$ cat config.mk
export PLATFORM = sky130hd
export DESIGN_NAME = bfloat_cmp_arb
export DESIGN_NICKNAME = d
export VERILOG_FILES = /design/src/rtl/bfloat_cmp_arb.sv
export SDC_FILE = /design/constraint.sdc
export NUM_CORES = 1
export LEC_CHECK = 0
export CORE_UTILIZATION = 39
export CTS_BUF_LIST = sky130_fd_sc_hd__clkbuf_2
export DETAILED_ROUTE_END_ITERATION = 12
export PLACE_DENSITY = 0.83
export SYNTH_ARGS = -nofsm -noshare
export SYNTH_HDL_FRONTEND = slang
export SYNTH_SLANG_ARGS = --single-unit
$ cat constraint.sdc
create_clock -name clk -period 2.08 [get_ports clk]
set_input_delay 0.416 -clock clk [delete_from_list [all_inputs] [get_ports clk]]
set_output_delay 0.416 -clock clk [all_outputs]
set_load 0.01 [all_outputs]
$ cat src/rtl/bfloat_cmp_arb.sv
// Round-robin arbiter that time-shares one pipelined bfloat16 comparator between
// N requesters and routes each 2-bit compare code back to its owner only.
module bfloat_cmp_arb #(
    parameter int N       = 4,
    parameter int CMP_LAT = 1
) (
    input  logic            clk,
    input  logic            rst,
    input  logic [N-1:0]    req,
    input  logic [N*16-1:0] req_a,
    input  logic [N*16-1:0] req_b,
    output logic [N-1:0]    gnt,
    output logic [N-1:0]    rsp_valid,
    output logic [1:0]      rsp_res,
    output logic [15:0]     cmp_a,
    output logic [15:0]     cmp_b,
    input  logic [1:0]      cmp_out,
    output logic            busy
);

    localparam int          SEL_W = $clog2(N);
    localparam int unsigned NU    = N;

    typedef enum logic {IDLE, WAIT} state_t;

    state_t           state, state_nxt;
    logic [SEL_W-1:0] sel, sel_nxt, rr_ptr, rr_nxt, pick;
    logic [3:0]       cnt, cnt_nxt;
    logic             found;
    logic [N-1:0]     gnt_nxt, rv_nxt;
    logic [1:0]       res_nxt;
    logic [15:0]      a_nxt, b_nxt;
    logic [15:0]      op_a [N];
    logic [15:0]      op_b [N];
    int unsigned      idx;

    for (genvar g = 0; g < N; g++) begin : g_unpack
        assign op_a[g] = req_a[16*g +: 16];
        assign op_b[g] = req_b[16*g +: 16];
    end

    // First requester at or after rr_ptr, wrapping modulo N.
    always_comb begin
        found = 1'b0;
        pick  = '0;
        idx   = 0;
        for (int unsigned i = 0; i < NU; i++) begin
            idx = (32'(rr_ptr) + i) % NU;
            if (!found && req[idx[SEL_W-1:0]]) begin
                found = 1'b1;
                pick  = idx[SEL_W-1:0];
            end
        end
    end

    always_comb begin
        state_nxt = state;
        sel_nxt   = sel;
        cnt_nxt   = cnt;
        rr_nxt    = rr_ptr;
        gnt_nxt   = '0;
        rv_nxt    = '0;
        res_nxt   = rsp_res;
        a_nxt     = cmp_a;
        b_nxt     = cmp_b;
        case (state)
            IDLE: begin
                if (found) begin
                    sel_nxt       = pick;
                    a_nxt         = op_a[pick];
                    b_nxt         = op_b[pick];
                    gnt_nxt[pick] = 1'b1;
                    cnt_nxt       = 4'(CMP_LAT);
                    rr_nxt        = (pick == SEL_W'(N-1)) ? '0 : pick + 1'b1;
                    state_nxt     = WAIT;
                end
            end
            WAIT: begin
                if (cnt != 4'd0) begin
                    cnt_nxt = cnt - 4'd1;
                end else begin
                    res_nxt     = cmp_out;
                    rv_nxt[sel] = 1'b1;
                    state_nxt   = IDLE;
                end
            end
            default: state_nxt = IDLE;
        endcase
    end

    always_ff @(posedge clk or posedge rst) begin
        if (rst) begin
            state     <= IDLE;
            sel       <= '0;
            cnt       <= '0;
            rr_ptr    <= '0;
            gnt       <= '0;
            rsp_valid <= '0;
            rsp_res   <= '0;
            cmp_a     <= '0;
            cmp_b     <= '0;
        end else begin
            state     <= state_nxt;
            sel       <= sel_nxt;
            cnt       <= cnt_nxt;
            rr_ptr    <= rr_nxt;
            gnt       <= gnt_nxt;
            rsp_valid <= rv_nxt;
            rsp_res   <= res_nxt;
            cmp_a     <= a_nxt;
            cmp_b     <= b_nxt;
        end
    end

    assign busy = (state != IDLE);

endmodule

==> flow_summary.yaml <==
outcome:
  status: "complete, no violations"
timing:
  fmax_mhz: 511.9
  rsz0062_at_grt: "false"
  min_period_over_period_pct: 93.92
  min_period_ns: 1.953
  slew_violations: 0
  worstMarginPinSlew_ns: 0.5076
  fin_skew_ns: 0.02212
  slew_headroom_pct: 66.11
  setup_violations: 0
  hold_viol: 0
  layout_setup_ws_ns: 0.1266
critical_path:
  path_cells: "clkdlybuf4s50_1"
  crit_arrival_ns: 1.54
  reg2regPathDepth: 6
  crit_buf_inv: 1
  r2r_start: "rr_ptr[0]$_DFFE_PP0P_"
  crit_family: "buffers and inverters"
  timing.rr.end: "cmp_b[0]$_DFFE_PP0P_"
  cp-end-kind: "output port"
  r2r_setup_slack_ns: 0.28
  crit_fanout: 6
  worstSetupPathDepth: 1
  cp.required_ns: 1.66
  cpPeakStageDelay_ns: 0.58
  critical_path.slowest_cell: "clkdlybuf4s50_1"
  startpoint: "busy$_DFF_PP0_"
  critical_path_class: "reg2out"
  start_kind: "flip-flop"
synthesis:
  synth_top_area_share_pct: 42.70
  syn_avg_cell_area_sq_um: 11.32
  synth.distinct_cells: 39
  ys_warn_count: 0
  synthTopCellsByArea: "dfrtp_1 (43%), a221oi_2 (15%), mux2i_1 (11%)"
  syn-cell-area_sq_um: 2989
  yosys.area.top_type: "dfrtp_1"
  seq_area_frac_synth_pct: 42.70
  synth-seq-cells: 51
  syn_inst: 264
  syn_nets: 402
detailed_routing:
  initialDrtViolationCount: 97
  first_pass_iters: 6
  viasPerCell: 5.388
  drc: 0
  totalWireLength_microns: 9703
  ant_nets: 0
  routedWlPerCell_microns: 17.51
  vias: 2985
finish:
  seq_area_sq_um: 1276
  mostFrequentLayoutCells: "clkdlybuf4s50_1 (178), dfrtp_1 (51), nor2_1 (37)"
  multiInputGateArea_sq_um: 1506
  syn2layout_area_growth_pct: 71.45
  final_common_cell: "clkdlybuf4s50_1"
  fillers: 548
  nets: 592
  drive_above_1_share_pct: 18.24
  diodes: 0
clock_network:
  cts_tree: "yes"
  clkLatencyLatePin_ns: 0.44
  cts_num_sinks: 51
  ctsResizeCount: 0
  htreeDepth: 2
  cts_buffers: 5
  cts_hold_buf: 0
  cts_buffer_depth: 2
  post-cts-setup-buffers: 0
  clkTransAtPathRegs_ns: 0.27
  root_buffer: "clkbuf_2"
pwr:
  p_leak_nw: 2.217
  powerDensity_nw_per_um2: 1172
  power_mw: 6.006
  ir_drop_mv: 0.5369
placement:
  pre_cts_ws_ns: -0.1560
  gp_congestion: 0.8781
  hpwl_microns: 7505
  io_buffers: 178
floorplan:
  pin_count: 179
  die_h_microns: 89.55
  die-area_sq_um: 8018
  die_x_microns: 89.55
  core-area_sq_um: 7331
  rows: 31
  initial_core_util_pct: 40.77
grt:
  grt_antenna_before_repair: 0
  grt_max_degree: 23
  grt_pass1_wl_microns: 14960
  track_usage_pct: 24.77
  grt_pass1_vias: 3154
  grt-ovfl-total: 0
job:
  maxCapViolCount: 0
min_path:
  hold_class: "in2async"
[through the flow]
stage	utilization [%]	TNS (ns)	cells	instance area (sq um)	hold slack, ns
3_3_place_gp	68.68	-2.109	546	5035	0.4881
4_1_cts	69.91	0	554	5125	0.2637
6_report	69.91	0	554	5125	0.2698
2_1_floorplan	-	0	264	2989	0.4491
3_5_place_dp	68.68	-3.244	546	5035	0.4997
5_1_grt	69.91	0	554	5125	0.2863
[cell type report]
type,instances,share of cell area (%)
multi-input combinational,185,29.39
timing repair buffer,204,41.02
inverter,7,0.5127
clock inverter,2,1.172
clock buffer,6,0.5859
sequential,51,24.90
tap,99,2.417
[cell usage after synthesis (all sizes together)]
library cell and n:
and3 1, nor4 3, buf 18, a211oi 1, xor2 1, mux2 2
clkbuf 3, o22ai 34, and2 2, ha 2, xnor2 1, nor2 38
nor3 3, o21ai 5, dfrtp 51, a221oi 32, nand2 13, nor4bb 1
o211a 1, o31ai 1, mux2i 32, inv 7, and3b 1, a21oi 3
or3 1, a21o 1, or2 1, and2b 1, nor2b 4
[cell families after synthesis]
family / count (synthesis) / share of synthesized area (%)
XOR/XNOR: 2 / 0.5861
multiplexers: 34 / 11.47
buffers and inverters: 28 / 7.242
adder cells (fa/ha/maj): 2 / 0.8370
AND/OR/NAND/NOR: 69 / 11.47
AO/OA/AOI/OAI: 78 / 25.70
flip-flops: 51 / 42.70
[layer usage]
| layer | global-route usage (%) | share of wire [%] | vias to the layer above |
|---|---|---|---|
| met5 | 0 | 0 | - |
| met4 | 8.514 | 1.8 | 0 |
| li1 | - | - | 1381 |
| met2 | 45.39 | 53 | 125 |
| met1 | 28.01 | 38 | 1464 |
| met3 | 5.910 | 6.7 | 15 |
[sequential cells by signal (all words and copies together) (netlist names)]
register and flops:
rsp_res 2, rsp_valid 4, cmp_b 16, cmp_a 16
busy 1, sel 2, cnt 4, rr_ptr 2
gnt 4
[worst reg2reg max path: stages (launching register included)]
cell and delay (ns):
dfrtp_1 0.48, nor2b_1 0.25, nor3_1 0.13, o22ai_4 0.23
buf_12 0.24, mux2i_1 0.27, o22ai_1 0.10
[how the worst max path moves through the flow]
stage               slack (ns)                    to
finish                    0.13                  busy
global route              0.07                  busy
CTS                       0.11                  busy
detailed placement       -0.16  cmp_b[0]$_DFFE_PP0P_
global placement         -0.11  cmp_b[0]$_DFFE_PP0P_
floorplan                 0.43        busy$_DFF_PP0_
[power breakdown]
| group | internal [mW] | switching, mW | leakage, nW |
|---|---|---|---|
| clock | 0.328 | 0.330 | 0.0532 |
| sequential | 1.45 | 0.294 | 0.600 |
| combinational | 1.91 | 1.70 | 1.56 |
| total | 3.69 | 2.32 | 2.22 |
No activity file was read; power rests on OpenSTA's default activity.
